===== src/rtl/keypad_pkg.sv =====
`default_nettype none
// ============================================================================
//  Module   : keypad_pkg
//  Purpose  : Shared constants, scan classification types and classifier
//             for the 4x4 keypad scanner.
//  Revision : 1.0 - initial release
// ============================================================================
package keypad_pkg;

    localparam int KP_ROWS   = 4;
    localparam int KP_COLS   = 4;
    localparam int KP_CODE_W = 4;
    localparam int KP_KEYS   = KP_ROWS * KP_COLS;

    typedef enum logic [1:0] {
        KP_NONE   = 2'd0,
        KP_SINGLE = 2'd1,
        KP_MULTI  = 2'd2
    } kp_class_t;

    // idx is forced to zero for NONE/MULTI so whole-struct equality is meaningful
    typedef struct packed {
        kp_class_t              cls;
        logic [KP_CODE_W-1:0]   idx;
    } kp_scan_t;

    function automatic kp_scan_t kp_classify(input logic [KP_KEYS-1:0] vec);
        kp_scan_t   res;
        logic [4:0] ones;
        res.cls = KP_NONE;
        res.idx = '0;
        ones    = '0;
        for (int i = 0; i < KP_KEYS; i++) begin
            if (vec[i]) begin
                ones    = ones + 5'd1;
                res.idx = KP_CODE_W'(i);
            end
        end
        if (ones == 5'd1) begin
            res.cls = KP_SINGLE;
        end else if (ones != 5'd0) begin
            res.cls = KP_MULTI;
            res.idx = '0;
        end
        return res;
    endfunction

endpackage
`default_nettype wire


===== src/rtl/keypad_debounce.sv =====
`default_nettype none
// ============================================================================
//  Module   : keypad_debounce
//  Purpose  : Classifies each completed scan, requires DEBOUNCE_SCANS equal
//             results in a row, and reports committed-state changes.
//  Revision : 1.0 - initial release
// ============================================================================
module keypad_debounce
    import keypad_pkg::*;
#(
    parameter int DEBOUNCE_SCANS = 8
) (
    input  logic                 clk,
    input  logic                 rst_n,
    input  logic                 i_scan_done,
    input  logic [KP_KEYS-1:0]   i_scan_vec,
    output logic [KP_CODE_W-1:0] o_key_code,
    output logic                 o_key_valid,
    output logic                 o_key_release,
    output logic                 o_key_down,
    output logic                 o_multi_key
);

    localparam logic [7:0] c_db_max    = 8'(DEBOUNCE_SCANS);
    localparam kp_scan_t   c_scan_none = '{cls: KP_NONE, idx: '0};

    kp_scan_t               w_cls;
    kp_scan_t               r_prev,    w_prev_nxt;
    kp_scan_t               r_state,   w_state_nxt;
    logic [7:0]             r_count,   w_count_nxt;
    logic [KP_CODE_W-1:0]   r_code,    w_code_nxt;
    logic                   r_valid,   w_valid_nxt;
    logic                   r_release, w_release_nxt;
    logic                   r_down,    w_down_nxt;
    logic                   r_multi,   w_multi_nxt;

    assign w_cls = kp_classify(i_scan_vec);

    always_ff @(posedge clk or negedge rst_n) begin
        if (!rst_n) begin
            r_prev    <= c_scan_none;
            r_state   <= c_scan_none;
            r_count   <= '0;
            r_code    <= '0;
            r_valid   <= 1'b0;
            r_release <= 1'b0;
            r_down    <= 1'b0;
            r_multi   <= 1'b0;
        end else begin
            r_prev    <= w_prev_nxt;
            r_state   <= w_state_nxt;
            r_count   <= w_count_nxt;
            r_code    <= w_code_nxt;
            r_valid   <= w_valid_nxt;
            r_release <= w_release_nxt;
            r_down    <= w_down_nxt;
            r_multi   <= w_multi_nxt;
        end
    end

    always_comb begin
        w_prev_nxt    = r_prev;
        w_state_nxt   = r_state;
        w_count_nxt   = r_count;
        w_code_nxt    = r_code;
        w_down_nxt    = r_down;
        w_multi_nxt   = r_multi;
        w_valid_nxt   = 1'b0;
        w_release_nxt = 1'b0;

        if (i_scan_done) begin
            w_prev_nxt = w_cls;
            if (w_cls == r_prev) begin
                w_count_nxt = (r_count >= c_db_max) ? c_db_max : r_count + 8'd1;
            end else begin
                w_count_nxt = 8'd1;
            end

            if ((w_count_nxt == c_db_max) && (w_cls != r_state)) begin
                w_state_nxt = w_cls;
                case (w_cls.cls)
                    KP_SINGLE: begin
                        w_code_nxt  = w_cls.idx;
                        w_down_nxt  = 1'b1;
                        w_multi_nxt = 1'b0;
                        w_valid_nxt = 1'b1;
                    end
                    KP_MULTI: begin
                        w_down_nxt    = 1'b0;
                        w_multi_nxt   = 1'b1;
                        w_release_nxt = (r_state.cls == KP_SINGLE);
                    end
                    default: begin
                        w_down_nxt    = 1'b0;
                        w_multi_nxt   = 1'b0;
                        w_release_nxt = (r_state.cls == KP_SINGLE);
                    end
                endcase
            end
        end
    end

    assign o_key_code    = r_code;
    assign o_key_valid   = r_valid;
    assign o_key_release = r_release;
    assign o_key_down    = r_down;
    assign o_multi_key   = r_multi;

endmodule
`default_nettype wire


===== src/rtl/keypad_scanner.sv =====
`default_nettype none
// ============================================================================
//  Module   : keypad_scanner
//  Purpose  : 4x4 keypad row scanner with column synchroniser, scan-vector
//             assembly and whole-scan debouncing.
//  Revision : 1.0 - initial release
// ============================================================================
module keypad_scanner
    import keypad_pkg::*;
#(
    parameter int SCAN_DIV       = 12000,
    parameter int DEBOUNCE_SCANS = 8
) (
    input  logic                 hwclk,
    input  logic                 hwrst_n,
    output logic [KP_ROWS-1:0]   keypad_r,
    input  logic [KP_COLS-1:0]   keypad_c,
    output logic [KP_CODE_W-1:0] key_code,
    output logic                 key_valid,
    output logic                 key_release,
    output logic                 key_down,
    output logic                 multi_key
);

    localparam int                    c_dwell_w    = (SCAN_DIV > 1) ? $clog2(SCAN_DIV) : 1;
    localparam logic [c_dwell_w-1:0]  c_dwell_last = c_dwell_w'(SCAN_DIV - 1);
    localparam logic [1:0]            c_last_row   = 2'(KP_ROWS - 1);

    logic                   r_active;
    logic [1:0]             r_row;
    logic [c_dwell_w-1:0]   r_dwell;
    logic [KP_ROWS-1:0]     r_rows;
    logic [KP_COLS-1:0]     r_sync1;
    logic [KP_COLS-1:0]     r_sync2;
    logic [KP_KEYS-1:0]     r_vec;
    logic [KP_KEYS-1:0]     w_vec_full;
    logic                   w_sample;
    logic                   w_scan_done;

    assign w_sample    = r_active && (r_dwell == c_dwell_last);
    assign w_scan_done = w_sample && (r_row == c_last_row);
    assign w_vec_full  = r_vec | ({{(KP_KEYS-KP_COLS){1'b0}}, ~r_sync2} << {r_row, 2'b00});

    // First clock after reset only enables row 0 so it gets a full dwell
    always_ff @(posedge hwclk or negedge hwrst_n) begin
        if (!hwrst_n) begin
            r_active <= 1'b0;
            r_row    <= '0;
            r_dwell  <= '0;
            r_rows   <= '1;
        end else if (!r_active) begin
            r_active <= 1'b1;
            r_rows   <= 4'b1110;
        end else if (r_dwell == c_dwell_last) begin
            r_dwell  <= '0;
            r_row    <= r_row + 2'd1;
            r_rows   <= {r_rows[KP_ROWS-2:0], r_rows[KP_ROWS-1]};
        end else begin
            r_dwell  <= r_dwell + c_dwell_w'(1);
        end
    end

    always_ff @(posedge hwclk or negedge hwrst_n) begin
        if (!hwrst_n) begin
            r_sync1 <= '1;
            r_sync2 <= '1;
        end else begin
            r_sync1 <= keypad_c;
            r_sync2 <= r_sync1;
        end
    end

    // The final row is merged combinationally and handed straight to the debouncer
    always_ff @(posedge hwclk or negedge hwrst_n) begin
        if (!hwrst_n) begin
            r_vec <= '0;
        end else if (w_scan_done) begin
            r_vec <= '0;
        end else if (w_sample) begin
            r_vec <= w_vec_full;
        end
    end

    keypad_debounce #(
        .DEBOUNCE_SCANS (DEBOUNCE_SCANS)
    ) u_debounce (
        .clk           (hwclk),
        .rst_n         (hwrst_n),
        .i_scan_done   (w_scan_done),
        .i_scan_vec    (w_vec_full),
        .o_key_code    (key_code),
        .o_key_valid   (key_valid),
        .o_key_release (key_release),
        .o_key_down    (key_down),
        .o_multi_key   (multi_key)
    );

    assign keypad_r = r_rows;

endmodule
`default_nettype wire


===== config.mk =====
export PLATFORM = sky130hd
export DESIGN_NAME = keypad_scanner
export DESIGN_NICKNAME = d
export VERILOG_FILES = /design/src/rtl/keypad_pkg.sv /design/src/rtl/keypad_debounce.sv /design/src/rtl/keypad_scanner.sv
export SDC_FILE = /design/constraint.sdc
export NUM_CORES = 1
export LEC_CHECK = 0
export CORE_ASPECT_RATIO = 2
export CORE_MARGIN = 3
export CORE_UTILIZATION = 50
export CTS_CLUSTER_SIZE = 12
export DETAILED_ROUTE_END_ITERATION = 8
export GPL_ROUTABILITY_DRIVEN = 1
export HOLD_SLACK_MARGIN = 0.08
export MAX_ROUTING_LAYER = met4
export PLACE_DENSITY_LB_ADDON = 0.08
export SETUP_SLACK_MARGIN = 0.15
export SKIP_LAST_GASP = 1
export SYNTH_ARGS = -nofsm -noshare
export SYNTH_HDL_FRONTEND = slang
export SYNTH_HIERARCHICAL = 1
export SYNTH_SLANG_ARGS = --single-unit
export TNS_END_PERCENT = 10

===== constraint.sdc =====
create_clock -name hwclk -period 10.8 [get_ports hwclk]
set_clock_uncertainty 0.1 [all_clocks]
set_input_delay 2.16 -clock hwclk [delete_from_list [all_inputs] [get_ports hwclk]]
set_output_delay 2.16 -clock hwclk [all_outputs]
set_load 0.01 [all_outputs]

==> qor.csv <==
metric,value,unit
async_flop_share,100,%
rows,53,
cts_max_path_buffers,2,
total_power,786,uW
max_slew_margin,42.5,%
die_width,79.4,um
cts_tree,done,
syn_nets,610,
vias,4416,
n_antenna_cell,0,
ant_nets,0,
ctsHoldBuffers,0,
ys_seq_elements,71,
place.port_buffers,17,
synth_area,5390,um2
min_path_type,flop to flop,
final.period_utilization,95.3,%
wl_per_cell,16.7,um
ir_drop,0.205,mV
cts.sinks,71,
dpl.hpwl,9.31,mm
hold_slack,256,ps
crit_slowest_cell,dfstp_2,
worst-setup-path-type,flop to flop,
area_delta_synth_final,22.3,%
rsz0062_at_grt,yes,
fin_nets,651,
coreArea,10500,um2
post_dp_cell_area,5800,um2
finalMaxSlewViolations,0,
grt_pass1_vias,4562,
worstPathMaxFanout,7,
clock.fmax,97.1,MHz
clk_latency,330,ps
routed_wl,12.9,mm
drc_errors,0,
viasPerCell,5.75,
design_area,6600,um2
syn_area_per_cell,9.22,um2
setup_violations,0,
grt_use_total,22.2,%
worst_pin_slew,862,ps
synth_ff_type,dfrtp_1,
crit_arrival,10400,ps
clk_pin_slew,60,ps
hold_viol_final,0,
die-area,12100,um2
root_buffer,clkbuf_16,
synthCells,585,
endpoint_kind,flop,
antenna_found_initial,0,
pin_count,18,
numCtsBuffers,9,
ys_seq_area_share,33.2,%
worst_slack,506,ps
globalplace.congestion,0.856,
ys_warn_count,6,
dieHeight,153,um
finalCriticalPeriod,10290,ps
overflow,0,
worst_ep_required_time,10910,ps
max_cap_viol_count,0,
cp_slowest_stage_delay,600,ps
drive_gt1_share,26.8,%
synth_edf_count,0,
powerDensity,119,nW/um2
drtIter0Drc,185,
start_kind,flop,
p_leak,0.00302,uW
yosys.cell_types.count,74,
grt_pass1_wl,21.0,mm
htree_levels,3,
fillCellCount,868,
start_util,51.1,%
outcome,completed,
dp_slack,-358,ps
fin_util,62.6,%
grt_max_degree,72,
first_pass_iters,4,
cells by family (layout without fill, tap and decap cells):
family	count (synthesis)	count (layout)	share of synthesized area, %
fa+ha+maj	19	19	4.41
mux	33	33	6.75
compound gates	106	106	13.6
xor+xnor	67	67	14.6
other cells	1	1	0.0696
flops	71	71	33.2
buf+inv	53	99	4.32
simple gates	235	235	23.1
cell type report:
cell class / count / area (um2) / area share, %
timing repair buffer: 54 / 447 / 6.77
clock inverter: 7 / 80.1 / 1.21
tap: 137 / 171 / 2.60
multi-input combinational: 461 / 3770 / 57.2
inverter: 29 / 109 / 1.65
sequential: 71 / 1790 / 27.2
clock buffer: 9 / 225 / 3.41
repair_timing:
action,CTS,global route
gates resized for setup,33,42
setup buffers,11,7
endpoints found under the setup margin,17,19
pin swaps,11,18
placed cells by master, fill, tap and decap left out, drive strengths merged, types with 4 or more instances in the layout:
cell type	n
buf	38
inv	31
nor3b	5
xor2	21
and4	4
a211oi	4
o21a	5
mux2i	15
nand2b	7
mux2	18
dfrtp	59
clkdlybuf4s50	16
nor2b	13
dfstp	12
xnor2	35
a21o	5
clkbuf	9
nor2	61
o21ai	25
nand4	8
o211ai	5
a21oi	27
ha	19
nor3	15
nor4	8
and2	4
nand2	47
nor4b	4
xnor3	10
or2	19
nand3	25
final timing paths:
| check | slack (ps) | start | endpoint | cells after the start |
|---|---|---|---|---|
| max | 510 | r_sync2[1] | u_debounce/r_state[5] | 53 |
| min | 260 | r_sync1[1] | r_sync2[1] | 0 |
| max reg2reg | 510 | r_sync2[1] | u_debounce/r_state[5] | 53 |
| min reg2reg | 260 | r_sync1[1] | r_sync2[1] | 0 |
| max in group asynchronous | 8110 | hwrst_n | r_active | 2 |
| min in group asynchronous | 1920 | hwrst_n | u_debounce/r_count[6] | 2 |
worst max-delay path, delay by kind of cell, from the launching register on:
| kind | cells | cell delay [ps] |
|---|---|---|
| flops | 1 | 600 |
| simple gates | 16 | 2240 |
| mux | 5 | 1210 |
| buf+inv | 4 | 280 |
| fa+ha+maj | 14 | 3560 |
| compound gates | 14 | 2160 |
where the power goes:
part | switching [uW] | leakage, uW | internal, uW
clock network | 116 | 0.000143 | 181
registers | 16.3 | 0.000934 | 279
logic | 99.1 | 0.00194 | 94.6
total | 231 | 0.00302 | 555
sequential cells by signal, indices dropped and copies added, names as in the netlist, 4 cells and up:
register and flops:
r_vec 16, r_dwell 14, u_debounce/r_count 8, u_debounce/r_prev 6, u_debounce/r_state 5, keypad_r 4
r_sync1 4, r_sync2 4, u_debounce/o_key_code 4
through the flow:
step / instances / setup TNS, ps
after floorplan: 585 / 0
after global placement: 734 / 0
after detailed placement: 734 / -3660
after CTS: 761 / 0
after global routing: 768 / -691
final: 768 / 0
cell usage after synthesis, types with 4 or more instances:
library cell	number	share of area (%)
a211oi_1	4	0.56
a21o_1	5	0.70
a21oi_1	27	2.5
and2_1	4	0.46
and4_1	4	0.65
buf_2	6	0.56
clkbuf_1	14	0.97
dfrtp_1	59	27
dfstp_2	12	5.8
ha_1	19	4.4
inv_1	29	2.0
mux2_2	15	3.1
mux2i_1	15	2.8
nand2_1	46	3.2
nand2b_1	7	0.81
nand3_1	22	2.0
nand4_1	8	0.93
nor2_1	61	4.2
nor2b_1	13	1.5
nor3_1	14	1.3
nor3b_1	5	0.70
nor4_1	7	0.81
nor4b_1	4	0.65
o211ai_1	5	0.70
o21a_1	5	0.70
o21ai_0	25	2.3
or2_2	19	2.2
xnor2_1	31	5.0
xnor2_2	4	1.2
xnor3_1	8	3.3
xor2_1	19	3.1
metal layers:
layer	wire (um)	part of all wire, %	global-route usage [%]
met1	4860	38	22.6
met2	7490	58	41.8
met3	207	1.6	2.54
met4	305	2.4	8.69
met5	0	0	-
Note: power is estimated with default switching activity, not from simulation.
==> patch, RTL diff (same flow settings) <==
Reset style: synchronous (`hwrst_n` and `rst_n`), changed in 4 clocked blocks.
--- a/src/rtl/keypad_debounce.sv
+++ b/src/rtl/keypad_debounce.sv
@@ -38,3 +38,3 @@
 
-    always_ff @(posedge clk or negedge rst_n) begin
+    always_ff @(posedge clk) begin
         if (!rst_n) begin
--- a/src/rtl/keypad_scanner.sv
+++ b/src/rtl/keypad_scanner.sv
@@ -44,3 +44,3 @@
     // First clock after reset only enables row 0 so it gets a full dwell
-    always_ff @(posedge hwclk or negedge hwrst_n) begin
+    always_ff @(posedge hwclk) begin
         if (!hwrst_n) begin
@@ -62,3 +62,3 @@
 
-    always_ff @(posedge hwclk or negedge hwrst_n) begin
+    always_ff @(posedge hwclk) begin
         if (!hwrst_n) begin
@@ -73,3 +73,3 @@
     // The final row is merged combinationally and handed straight to the debouncer
-    always_ff @(posedge hwclk or negedge hwrst_n) begin
+    always_ff @(posedge hwclk) begin
         if (!hwrst_n) begin
Function: differs if hwrst_n is asserted again (counterexample within 4 cycles, from zero or initial values and one cycle with hwrst_n low); with hwrst_n held inactive, the same outputs for 10 cycles.
==> patch against the unedited design <==
Cell area decreased by 9.8%; wire length decreased by 12%; sequential cell count unchanged; worst setup slack improved by 0.0037 ns; global-route usage decreased by 2.1 points; area after synthesis decreased by 8.4%; critical path type unchanged.
Power is not compared: it rests on default switching activity, and its combinational part moved more than twofold at a synthesized area within 25%.
==> patch: results (changes against the unedited design) <==
| Metric | Value |
|---|---|
| CTS Root Cell | `clkbuf_16` |
| Routability Congestion | `0.899 (+5.0%)` |
| Rel. slew slack | `36.0% (-6.6 points)` |
| Post-Place Worst Slack | `-0.0979 ns (+0.260 ns)` |
| Pin count of the biggest net entering global routing | `43 (-40%)` |
| Combinational family with the most area after synthesis | `simple AND/OR/NAND/NOR gates` |
| Peak VDD IR | `156 µV` |
| Delay-heaviest family, CP | `adder cells` |
| Post-CTS setup buffer count | `2 (-9)` |
| Iter 0 DRT Violations | `66 (-64%)` |
| Critical Path Slowest Stage Cell | `dfxtp_4` |
| Post-Synth XOR/XNOR Area | `15.2% (+0.57 points)` |
| CTS clk-pin slew, worst paths | `0.06 ns (about the same)` |
| Adder-cell share of the synthesized area | `5.02% (+0.61 points)` |
| Cts bufs inserted | `9 (unchanged)` |
| Biggest registers after layout | `r_vec x16, r_dwell x14, u_debounce/r_count x8` |
| IO Port Bufs | `17 (unchanged)` |
| First-pass GRT wire length | `18.0 mm (-15%)` |
| Async SR Flop Fraction | `0% (-100 points)` |
| Hold wc startpoint | `r_sync1[0]` |
| Sequential fraction of the synthesis area | `28.8% (-4.5 points)` |
| Synth warnings | `6 (unchanged)` |
| Compound-Gate Fraction of Synth Area | `13.2% (-0.38 points)` |
| Mapped Nets | `616 (+0.98%)` |
| DRT Wirelength | `11.3 mm (-12%)` |
| H-tree depth | `3 (unchanged)` |
| Via count | `4129 (-6.5%)` |
| Ant. Diodes | `0 (unchanged)` |
| Leakage | `0.00231 µW` |
| Crit path launch | `r_row[1]` |
| Crit path max fanout | `6 (-1)` |
| DP Wirelength | `8.06 mm (-13%)` |
| Synth top cells by count | `dfxtp_1 (71), nor2_1 (66), nand2_1 (54), xnor2_1 (35), a21oi_1 (31)` |
| Synth cell types | `78 (+5.4%)` |
| Post_cts resized | `6 (-82%)` |
| Outcome | `finished clean` |
| Worst-Skew Late Latency | `0.33 ns (about the same)` |
| GRT Util Overall | `20.1% (-2.1 points)` |
| Vias in the first global route | `3998 (-12%)` |
| Share of layout cells above drive strength 1 | `19.8% (-7.0 points)` |
| DRT Pass-1 Iters | `4 (unchanged)` |
| Clk buf depth | `2 (unchanged)` |
| Initial antenna violation count | `0 (unchanged)` |
| Mux cell area share after synthesis | `5.34% (-1.4 points)` |
| CP max stage delay | `0.37 ns (-0.23 ns)` |
| Synth area leaders | `dfxtp_1 (29%), xnor2_1 (6.2%), nor2_1 (5.0%)` |
| Max-Cap Viols | `0 (unchanged)` |
| Min-delay worst type | `reg2reg` |
| NetSw | `158 µW` |
| Post-layout nets | `647 (-0.61%)` |
-- patch: cell count changes in the layout (fill, tap and decap cells not counted), sizes merged, moves of 11 or more --
cell	change
mux2	-12
nand2b	+11
o21ai	-11
dfstp	-12
and2	+12
buf	-13
dfxtp	+71
dfrtp	-59
-- patch: path summary, 6_finish.rpt --
path | to | slack, ns | depth (start not counted)
setup / recovery | u_debounce/o_key_code[3] | 0.51 | 52
hold / removal | r_sync2[0] | 0.31 | 1
setup reg to reg | u_debounce/o_key_code[3] | 0.51 | 52
hold reg to reg | r_sync2[0] | 0.31 | 1
-- patch: power by group through the flow --
stage          sequential [µW]  clock, µW  combinational, µW
2_1_floorplan              272          0               55.8
3_3_place_gp               273          0               68.4
3_5_place_dp               273          0               70.2
4_1_cts                    267        364               71.4
5_1_grt                    267        374               99.1
6_report                   267        357               90.3
-- patch: final cells by class --
cell class / count / area, µm²
Multi-Input combinational cell: 474 / 3530
Sequential cell: 71 / 1430
Fill cell: 838 / 3560
Clock inverter: 6 / 133
Inverter: 23 / 86.3
Tap cell: 130 / 163
Timing Repair Buffer: 43 / 374
Clock buffer: 10 / 229
-- patch: kinds of logic after synthesis --
kind of cell	Yosys count
AND/OR/NAND/NOR	263
adder cells (fa/ha/maj)	20
multiplexers	25
AO/OA/AOI/OAI	94
XOR/XNOR	71
flip-flops	71
buffers and inverters	47
-- patch: metrics by stage --
step | std cells | cell area [µm²]
global placement | 716 | 5160
floorplan | 591 | 4940
global route | 757 | 5950
CTS | 734 | 5560
detailed placement | 716 | 5160
finish | 757 | 5950
-- patch: layer usage --
layer,up-vias,GRT usage (%),routed length [µm]
li1,2111,-,-
met4,0,7.26,208
met3,16,2.90,199
met1,1958,19.4,4400
met5,-,-,0
met2,44,39.3,6530
